`src/rtl/alu_arbiter.sv`:
```
// alu_arbiter
//   Arbitrates two requesters onto one shared, purely combinational ALU.
//   One operation is in flight at a time. Each operation is accepted in
//   IDLE, executed for one cycle in EXEC, and then held in RESP until the
//   owning requester takes the result.
//
//   state | meaning
//   ------+-----------------------------------------------------------
//   IDLE  | no operation in flight; arbitrate and accept one request
//   EXEC  | captured operands drive the ALU; result registered at edge
//   RESP  | result presented to the owner until it asserts rsp ready
//
// Ports
//   clk, rst_n                  clock, asynchronous active-low reset
//   reqN_valid/ready            request handshake, requester N
//   reqN_a, reqN_b, reqN_op     operands and ALU control of requester N
//   rspN_valid/ready            response handshake, requester N
//   rspN_res, rspN_flags        result and {err, overflow, zero, co}
//   alu_a, alu_b, alu_ctr       drive to the shared ALU (zero outside EXEC)
//   alu_res, alu_co,
//   alu_zero, alu_overflow      combinational ALU outputs
//   busy                        high whenever an operation is in flight
//
// Parameter
//   CHECK_OP  1: opcodes 011/100/101 are rejected with err set
//             0: every opcode is passed to the ALU unchanged

module alu_arbiter #(
  parameter int CHECK_OP = 1
) (
  input  logic        clk,
  input  logic        rst_n,

  input  logic        req0_valid,
  output logic        req0_ready,
  input  logic [31:0] req0_a,
  input  logic [31:0] req0_b,
  input  logic [2:0]  req0_op,

  input  logic        req1_valid,
  output logic        req1_ready,
  input  logic [31:0] req1_a,
  input  logic [31:0] req1_b,
  input  logic [2:0]  req1_op,

  output logic        rsp0_valid,
  input  logic        rsp0_ready,
  output logic [31:0] rsp0_res,
  output logic [3:0]  rsp0_flags,

  output logic        rsp1_valid,
  input  logic        rsp1_ready,
  output logic [31:0] rsp1_res,
  output logic [3:0]  rsp1_flags,

  output logic [31:0] alu_a,
  output logic [31:0] alu_b,
  output logic [2:0]  alu_ctr,
  input  logic [31:0] alu_res,
  input  logic        alu_co,
  input  logic        alu_zero,
  input  logic        alu_overflow,

  output logic        busy
);

  localparam logic [1:0] IDLE = 2'd0;
  localparam logic [1:0] EXEC = 2'd1;
  localparam logic [1:0] RESP = 2'd2;

  logic [1:0]  state;
  logic [1:0]  state_nxt;
  logic        rr;

  logic [31:0] cap_a;
  logic [31:0] cap_b;
  logic [2:0]  cap_op;
  logic        cap_owner;

  logic [31:0] res_q;
  logic [3:0]  flags_q;

  logic        grant0;
  logic        grant1;
  logic        accept;
  logic        rsp_done;
  logic        op_illegal;

  function automatic logic is_reserved(input logic [2:0] op);
    return (op == 3'b011) || (op == 3'b100) || (op == 3'b101);
  endfunction

  assign op_illegal = (CHECK_OP != 0) && is_reserved(cap_op);

  // Arbitration. Ready is gated by rst_n so nothing appears granted while
  // the block is held in reset.
  always_comb begin
    grant0 = 1'b0;
    grant1 = 1'b0;
    if ((state == IDLE) && rst_n) begin
      if (req0_valid && req1_valid) begin
        grant0 = ~rr;
        grant1 = rr;
      end else begin
        grant0 = req0_valid;
        grant1 = req1_valid;
      end
    end
  end

  assign req0_ready = grant0;
  assign req1_ready = grant1;

  // A grant is only ever given to a valid requester, so a grant is a handshake.
  assign accept   = grant0 | grant1;
  assign rsp_done = (state == RESP) && (cap_owner ? rsp1_ready : rsp0_ready);

  always_comb begin
    state_nxt = state;
    case (state)
      IDLE:    if (accept) state_nxt = EXEC;
      EXEC:    state_nxt = RESP;
      RESP:    if (rsp_done) state_nxt = IDLE;
      default: state_nxt = IDLE;
    endcase
  end

  always_ff @(posedge clk or negedge rst_n) begin
    if (!rst_n) begin
      state <= IDLE;
      rr    <= 1'b0;
    end else begin
      state <= state_nxt;
      if (rsp_done) rr <= ~cap_owner;
    end
  end

  // Requester fields are sampled only on the accepting edge.
  always_ff @(posedge clk or negedge rst_n) begin
    if (!rst_n) begin
      cap_a     <= '0;
      cap_b     <= '0;
      cap_op    <= 3'b000;
      cap_owner <= 1'b0;
    end else if (accept) begin
      cap_a     <= grant1 ? req1_a  : req0_a;
      cap_b     <= grant1 ? req1_b  : req0_b;
      cap_op    <= grant1 ? req1_op : req0_op;
      cap_owner <= grant1;
    end
  end

  // Result capture at the end of EXEC. A rejected opcode still spends its
  // EXEC cycle so the latency stays the same for every operation.
  always_ff @(posedge clk or negedge rst_n) begin
    if (!rst_n) begin
      res_q   <= '0;
      flags_q <= 4'b0000;
    end else if (state == EXEC) begin
      if (op_illegal) begin
        res_q   <= '0;
        flags_q <= 4'b1000;
      end else begin
        res_q   <= alu_res;
        flags_q <= {1'b0, alu_overflow, alu_zero, alu_co};
      end
    end
  end

  // The ALU sees the captured operation only during EXEC; otherwise it is
  // parked at zero so it does not toggle with requester traffic.
  always_comb begin
    alu_a   = '0;
    alu_b   = '0;
    alu_ctr = 3'b000;
    if (state == EXEC) begin
      alu_a   = cap_a;
      alu_b   = cap_b;
      alu_ctr = op_illegal ? 3'b000 : cap_op;
    end
  end

  assign rsp0_valid = (state == RESP) && !cap_owner;
  assign rsp1_valid = (state == RESP) &&  cap_owner;

  assign rsp0_res   = res_q;
  assign rsp0_flags = flags_q;
  assign rsp1_res   = res_q;
  assign rsp1_flags = flags_q;

  assign busy = (state != IDLE);

endmodule

```
`config.mk`:
```
export PLATFORM = sky130hd
export DESIGN_NAME = alu_arbiter
export DESIGN_NICKNAME = d
export VERILOG_FILES = /design/src/rtl/alu_arbiter.sv
export SDC_FILE = /design/constraint.sdc
export NUM_CORES = 1
export LEC_CHECK = 0
export CORE_MARGIN = 4
export CORE_UTILIZATION = 29
export CTS_CLUSTER_SIZE = 24
export DETAILED_ROUTE_END_ITERATION = 8
export PLACE_DENSITY = 0.77
export SYNTH_ARGS = -nofsm -noshare
export SYNTH_HDL_FRONTEND = slang
export SYNTH_SLANG_ARGS = --single-unit
```
`constraint.sdc`:
```
create_clock -name clk -period 1.5 [get_ports clk]
set_input_delay 0.225 -clock clk [delete_from_list [all_inputs] [get_ports clk]]
set_output_delay 0.225 -clock clk [all_outputs]
set_load 0.01 [all_outputs]
```
==> results of run 1 <==
synth_stat cells:
| cell type | instances |
|---|---|
| sky130_fd_sc_hd__a21o_1 | 1 |
| sky130_fd_sc_hd__a21oi_1 | 68 |
| sky130_fd_sc_hd__a22o_1 | 35 |
| sky130_fd_sc_hd__a31oi_1 | 68 |
| sky130_fd_sc_hd__and2_1 | 65 |
| sky130_fd_sc_hd__and3_1 | 5 |
| sky130_fd_sc_hd__buf_1 | 2 |
| sky130_fd_sc_hd__buf_2 | 26 |
| sky130_fd_sc_hd__buf_4 | 37 |
| sky130_fd_sc_hd__buf_6 | 3 |
| sky130_fd_sc_hd__clkbuf_1 | 50 |
| sky130_fd_sc_hd__clkbuf_2 | 1 |
| sky130_fd_sc_hd__dfrtp_1 | 107 |
| sky130_fd_sc_hd__inv_1 | 2 |
| sky130_fd_sc_hd__inv_2 | 2 |
| sky130_fd_sc_hd__nand2_1 | 2 |
| sky130_fd_sc_hd__nand2b_1 | 4 |
| sky130_fd_sc_hd__nand3b_1 | 1 |
| sky130_fd_sc_hd__nand4_1 | 67 |
| sky130_fd_sc_hd__nor2_1 | 4 |
| sky130_fd_sc_hd__nor2b_1 | 2 |
| sky130_fd_sc_hd__nor3_1 | 1 |
| sky130_fd_sc_hd__nor3b_1 | 1 |
| sky130_fd_sc_hd__o21ai_0 | 3 |
| sky130_fd_sc_hd__o31ai_1 | 47 |
| sky130_fd_sc_hd__o31ai_2 | 20 |
| sky130_fd_sc_hd__or2_0 | 1 |
| sky130_fd_sc_hd__or2_2 | 1 |
| sky130_fd_sc_hd__or3b_1 | 1 |
worst max-delay path: cells and delay by family, from the launching register on:
kind / cells / cell delay (ns)
flops: 1 / 0.41
buf+inv: 6 / 0.72
simple gates: 2 / 0.24
power by group:
group	switching [W]	leakage, nW	internal (W)	total, W
logic	0.00533	4.10	0.00655	0.0119
registers	0.000937	1.24	0.00420	0.00513
clock network	0.00123	0.155	0.00134	0.00257
final timing paths:
check                                                end  slack (ns)  cells after the start
worst min-delay path               cap_a[14]$_DFFE_PN0P_        0.17                      3
max in group asynchronous          cap_op[2]$_DFFE_PN0P_        0.69                      3
min in group clk                   cap_owner$_DFFE_PN0P_        0.33                      4
worst min register to register  rsp0_res[12]$_DFFE_PN0N_        0.52                      1
worst max-delay path                           alu_a[25]       -0.46                      8
worst max register to register      cap_b[5]$_DFFE_PN0P_       -0.37                      9
per-layer routing:
metal  share of wire  vias to the layer above  wire length, um
li1                -                     2993                -
met1            0.37                     3376            11200
met2            0.49                      458            15000
met3           0.098                       85             2980
met4           0.037                        2             1120
met5         0.00040                        -               12
layout make-up:
type | instances | area (um^2)
Clock buffer | 9 | 225
Clock inverter | 7 | 92.6
Multi-Input combinational cell | 397 | 3200
Fill cell | 1677 | 8620
Tap cell | 270 | 338
Sequential cell | 107 | 2680
Inverter | 4 | 27.5
Timing Repair Buffer | 421 | 5120
metrics by stage:
step / utilization / hold WS (ns)
after detailed placement: 0.461 / 0.205
after CTS: 0.539 / 0.186
after floorplan: - / -0.0706
after global routing: 0.576 / 0.211
after global placement: 0.461 / 0.207
final: 0.576 / 0.171
timing repair:
action,in CTS,in global routing
endpoints found under the setup margin,247,248
pin swaps,49,103
gates cloned,25,12
setup buffers,26,9
hold buffers,1,0
resized for setup,367,205
endpoints found under the hold margin,8,0
cells by family after synthesis:
| kind of cell | Yosys count | share of synthesized area |
|---|---|---|
| and+or+nand+nor | 155 | 0.160 |
| buffers and inverters | 123 | 0.110 |
| DFF | 107 | 0.447 |
| AOI/OAI and AO/OA | 242 | 0.283 |
flip-flops by register name (all words and copies together) (netlist names):
register and count:
rsp0_res 32, rsp0_flags 4, state 2, cap_owner 1, rr 1, cap_a 32, cap_op 3, cap_b 32
==> flow_metrics.tcl, run 1 <==
set metrics [dict create \
    global_route.usage.met1 0.283 \
    numPortBuffers 318 \
    cts-root-buf "sky130_fd_sc_hd__clkbuf_16" \
    initial_antenna_violation_count 1 \
    die-height_um 152 \
    clk_transition_reported_paths_ns 0.08 \
    ant_nets 0 \
    rsz_0062_raised_after_global_routing "yes" \
    final_instance_area_um2 11700 \
    timing.critical_path.fanout_max 6 \
    deepest_clock_path_buffer_count 2 \
    viasPerCell 5.69 \
    p_r_area_growth_vs_syn_pct 95.0 \
    post_synth_num_cell_types 29 \
    top_post_synthesis_cells_by_area "sky130_fd_sc_hd__dfrtp_1 45%, sky130_fd_sc_hd__a31oi_1 7.1%, sky130_fd_sc_hd__nand4_1 7.0%" \
    synth.top_cell.area_share 0.447 \
    maxSlewViolCount 0 \
    cts_tree "done" \
    die_width_um 152 \
    synth_nets 802 \
    run_status "finished, violations left" \
    tritoncts.num_buffers 9 \
    place_worst_setup_slack_ns -0.393 \
    fin_skew_ns 0.00829 \
    firstDrtPassIters 7 \
    critical_path_required_ns 1.27 \
    wp_data_arrival_ns 1.74 \
    transition_time_at_the_pin_with_the_least_slew_margin_ns 0.700 \
    leakagePower_nw 5.50 \
    worst_hold_path_type "in -> async" \
    route.final.wire_length_um 30300 \
    first_pass_grt_wire_length_um 41100 \
    ir_drop_mv 0.862 \
    finalPower_w 0.0196 \
    groute.usage.overall 0.238 \
    fmax_mhz 510 \
    failed_checks "DRC, setup timing" \
    synth-seq-cells 107 \
    finalNonFillerCells 1215 \
    antenna-diode-count 0 \
    synth_cells 627 \
    finalCriticalPeriod_ns 1.96 \
    critPathMaxStageDelay_ns 0.41 \
    layout.nets 1115 \
    avgSynthCellArea_um2 9.55 \
    initial_utilization 0.295 \
    timing.setup.critical_path_class "reg -> out" \
    post_drt_wl_per_cell_um 25.0 \
    most_common_library_cell_in_the_layout_ignoring_fill_and_taps "sky130_fd_sc_hd__clkdlybuf4s50_1" \
    gp_congestion 0.793 \
    globalRoute.totalOverflow 0 \
    row_count 52 \
    critPathLaunchType "flip-flop" \
    io_pins 319 \
    core_area_um2 20300 \
    insertion_delay_ns 0.35 \
    placed_cells 1136 \
    detailedPlacementHpwl_um 16600 \
    grt.busiest_layer "met2" \
    post-route-drc-count 1 \
    detailedRoute.firstIterationViolations 530 \
    detailroute.via_count 6914 \
    cp-startpoint "state[1]$_DFFE_PN0P_" \
    slew_headroom 0.533 \
    min_period_over_period 1.31 \
    clock_tree.htree_level_count 3 \
    fraction_of_final_layout_cells_sized_beyond_drive_strength_1 0.332 \
    pwr_density_cell_nw_per_um2 1680 \
    seq_total_area_yosys 0.447 \
    finalHoldViolations 0 \
    gr-usage-met2 0.404 \
    max-cap-violations 0 \
    grt_max_degree 68 \
    dpl-instance-area_um2 9370 \
    cp-end-kind "output pin" \
    gr-usage-met3 0.0628 \
    grt_pass1_vias 6867 \
    finalSetupViolCount 176 \
    synth.yosys.warnings 0 \
    synth_area_um2 5990 \
    layout.cells.most_common_list "172 x sky130_fd_sc_hd__clkdlybuf4s50_1, 107 x sky130_fd_sc_hd__dfrtp_1, 71 x sky130_fd_sc_hd__dlymetal6s2s_1" \
    worst_r2r_startpoint "state[1]$_DFFE_PN0P_" \
    design.die.area_um2 23000 \
    setup_tns_ns -48.66 \
    cts_num_sinks 107 \
    crit_chain "buf_6 > nor2b_4 > buf_6 > buf_12 > buf_16 > buf_12 > and2_4 > buf_6" \
    least_setup_slack_across_all_paths_after_layout_ns -0.463 \
    crit_slowest_cell "sky130_fd_sc_hd__dfrtp_1" \
    synth_top_cell_by_area "sky130_fd_sc_hd__dfrtp_1" \
    cpMostUsedCell "sky130_fd_sc_hd__buf_6" \
]
Note: power is estimated with default switching activity, not from simulation.
==> run 2, diff against run 1 <==
--- a/config.mk
+++ b/config.mk
@@ -5,11 +5,14 @@
 export SDC_FILE = /design/constraint.sdc
 export NUM_CORES = 1
 export LEC_CHECK = 0
+export CAP_MARGIN = 0
+export CELL_PAD_IN_SITES_DETAIL_PLACEMENT = 0
+export CELL_PAD_IN_SITES_GLOBAL_PLACEMENT = 1
 export CORE_MARGIN = 4
-export CORE_UTILIZATION = 29
+export CORE_UTILIZATION = 26
 export CTS_CLUSTER_SIZE = 24
 export DETAILED_ROUTE_END_ITERATION = 8
-export PLACE_DENSITY = 0.77
+export PLACE_DENSITY = 0.9
 export SYNTH_ARGS = -nofsm -noshare
 export SYNTH_HDL_FRONTEND = slang
 export SYNTH_SLANG_ARGS = --single-unit
==> run 2 against run 1 <==
Against the previous run:
- the run ends with hold timing, setup timing left
- non-clock buffer count is 16 higher
- clock-buffer cell count did not move
- wire length down 0.45%
- maximum frequency is 3.1% higher
- setup slack gained 0.060 ns
- combinational power barely moved
- largest cell class unchanged
- via count shrank 1.1%
- hold slack lost 0.18 ns
- largest power group unchanged
- die area grew 11%
- critical path type unchanged
==> flow_metrics.tcl, run 2 (same netlist as run 1, synthesis figures left out) <==
set metrics [dict create \
    cts_num_sinks 107 \
    final_instance_area_um2 11600 \
    clock_tree.htree_level_count 3 \
    finalSetupViolCount 176 \
    switching_share 0.379 \
    timing.setup.critical_path_class "reg -> out" \
    finalHoldViolations 7 \
    place_worst_setup_slack_ns -0.389 \
    firstDrtPassIters 5 \
    core_area_um2 22600 \
    share_seq_of_total_power 0.266 \
    slew_headroom 0.225 \
    run_status "finished, violations left" \
    ant_nets 0 \
    row_count 55 \
    dpl-instance-area_um2 9350 \
    finalCriticalPeriod_ns 1.90 \
    setup_tns_ns -39.98 \
    detailedRoute.firstIterationViolations 433 \
    hold_slack_ns -0.00608 \
    fraction_of_final_layout_cells_sized_beyond_drive_strength_1 0.344 \
    timing.critical_path.fanout_max 7 \
    grt_max_degree 68 \
    leakagePower_nw 5.55 \
    crit_slowest_cell "sky130_fd_sc_hd__dfrtp_1" \
    failed_checks "hold timing, setup timing" \
    critPathMaxStageDelay_ns 0.40 \
    tritoncts.num_buffers 9 \
    fin_skew_ns 0.0101 \
    die-height_um 160 \
    worst-path-buf-inv 5 \
    viasPerCell 5.49 \
    transition_time_at_the_pin_with_the_least_slew_margin_ns 1.16 \
    antenna-diode-count 0 \
    cp_top_family "buffers and inverters" \
    critPathLaunchType "flip-flop" \
    initial_utilization 0.265 \
    globalRoute.totalOverflow 0 \
    grt_pass1_vias 6932 \
    groute.usage.overall 0.211 \
    power.internal_w 0.0120 \
    cts-root-buf "sky130_fd_sc_hd__clkbuf_16" \
    power.clock.fraction 0.122 \
    crit_chain "nor2b_4 > buf_12 > buf_12 > buf_16 > buf_6 > and2_4 > buf_6" \
    initial_antenna_violation_count 2 \
    most_common_library_cell_in_the_layout_ignoring_fill_and_taps "sky130_fd_sc_hd__clkdlybuf4s50_1" \
    combPwrFrac 0.612 \
    rsz_0062_raised_after_global_routing "yes" \
    route.final.wire_length_um 30200 \
    first_pass_grt_wire_length_um 42500 \
    insertion_delay_ns 0.35 \
    clk_transition_reported_paths_ns 0.08 \
    pwr_density_cell_nw_per_um2 1660 \
    wp_data_arrival_ns 1.68 \
    layout.cells.most_common_list "173 x sky130_fd_sc_hd__clkdlybuf4s50_1, 107 x sky130_fd_sc_hd__dfrtp_1, 76 x sky130_fd_sc_hd__buf_6" \
    least_setup_slack_across_all_paths_after_layout_ns -0.403 \
    min_period_over_period 1.27 \
    design.die.area_um2 25500 \
    maxSlewViolCount 0 \
    cp-end-kind "output pin" \
    ir_drop_mv 0.539 \
    post_drt_wl_per_cell_um 24.2 \
    max-cap-violations 0 \
    gp_congestion 0.793 \
    numPortBuffers 318 \
    post-route-drc-count 0 \
    fmax_mhz 525 \
    detailedPlacementHpwl_um 17700 \
    deepest_clock_path_buffer_count 2 \
    detailroute.via_count 6835 \
    layout.nets 1131 \
    p_r_area_growth_vs_syn_pct 93.9 \
    worst_hold_path_type "in -> async" \
    cts_tree "done" \
    critical_path_required_ns 1.27 \
    io_pins 319 \
    die_width_um 160 \
    switchingPower_w 0.00730 \
]
-- run 2: worst paths after layout --
kind                                            from                        end  slack, ns  depth (start not counted)
min in group clk                          req1_valid      cap_owner$_DFFE_PN0P_       0.34                          4
max in group asynchronous                      rst_n      cap_a[18]$_DFFE_PN0P_       0.48                          3
hold / removal                                 rst_n   rsp0_res[23]$_DFFE_PN0N_     -0.006                          2
setup / recovery                state[0]$_DFFE_PN0P_                   alu_b[3]      -0.40                          7
hold reg to reg            rsp0_flags[2]$_DFFE_PN0N_  rsp0_flags[2]$_DFFE_PN0N_       0.54                          1
setup reg to reg                state[1]$_DFFE_PN0P_      cap_b[26]$_DFFE_PN0P_      -0.37                          6
-- run 2: cell type report --
class	count	area, um^2
clock buffers	9	225
inverters	4	27.5
multi-input cells	397	3150
repair buffers	437	5130
clock inverters	6	47.5
flip-flops and latches	107	2680
well taps	285	357
fillers	1986	11000
-- run 2: repair_timing --
| action | CTS | global route |
|---|---|---|
| pin swaps | 30 | 74 |
| endpoints found under the hold margin | 21 | 0 |
| setup endpoints to repair | 213 | 249 |
| cloned | 16 | 15 |
| setup buffers | 31 | 18 |
| hold buffers | 2 | 0 |
| gates resized for setup | 454 | 148 |
-- run 2: worst reg2reg max path: cells and delay by family (launching register included) --
kind | cells | cell delay (ns)
compound gates | 2 | 0.31
buf+inv | 3 | 0.63
simple gates | 1 | 0.39
flops | 1 | 0.43
-- run 2: through the flow --
step                       util  power [W]  instances
after CTS                 0.476     0.0182       1217
after global routing      0.513     0.0203       1245
after detailed placement  0.413     0.0135       1153
after floorplan               -    0.00930        627
final                     0.513     0.0193       1245
after global placement    0.413     0.0134       1153
-- run 2: metal layers --
layer / GRT usage / vias up / wire length [um]
li1: - / 3020 / -
met1: 0.253 / 3336 / 11200
met2: 0.351 / 399 / 14900
met3: 0.0681 / 76 / 2880
met4: 0.0817 / 4 / 1130
met5: 0 / - / 27
-- run 2: power by group through the flow --
stage	combinational (W)	clock (W)	sequential, W
after global placement	0.00829	0	0.00509
final	0.0118	0.00235	0.00512
after detailed placement	0.00839	0	0.00514
after global routing	0.0124	0.00256	0.00529
after floorplan	0.00427	0	0.00503
after CTS	0.0107	0.00243	0.00514
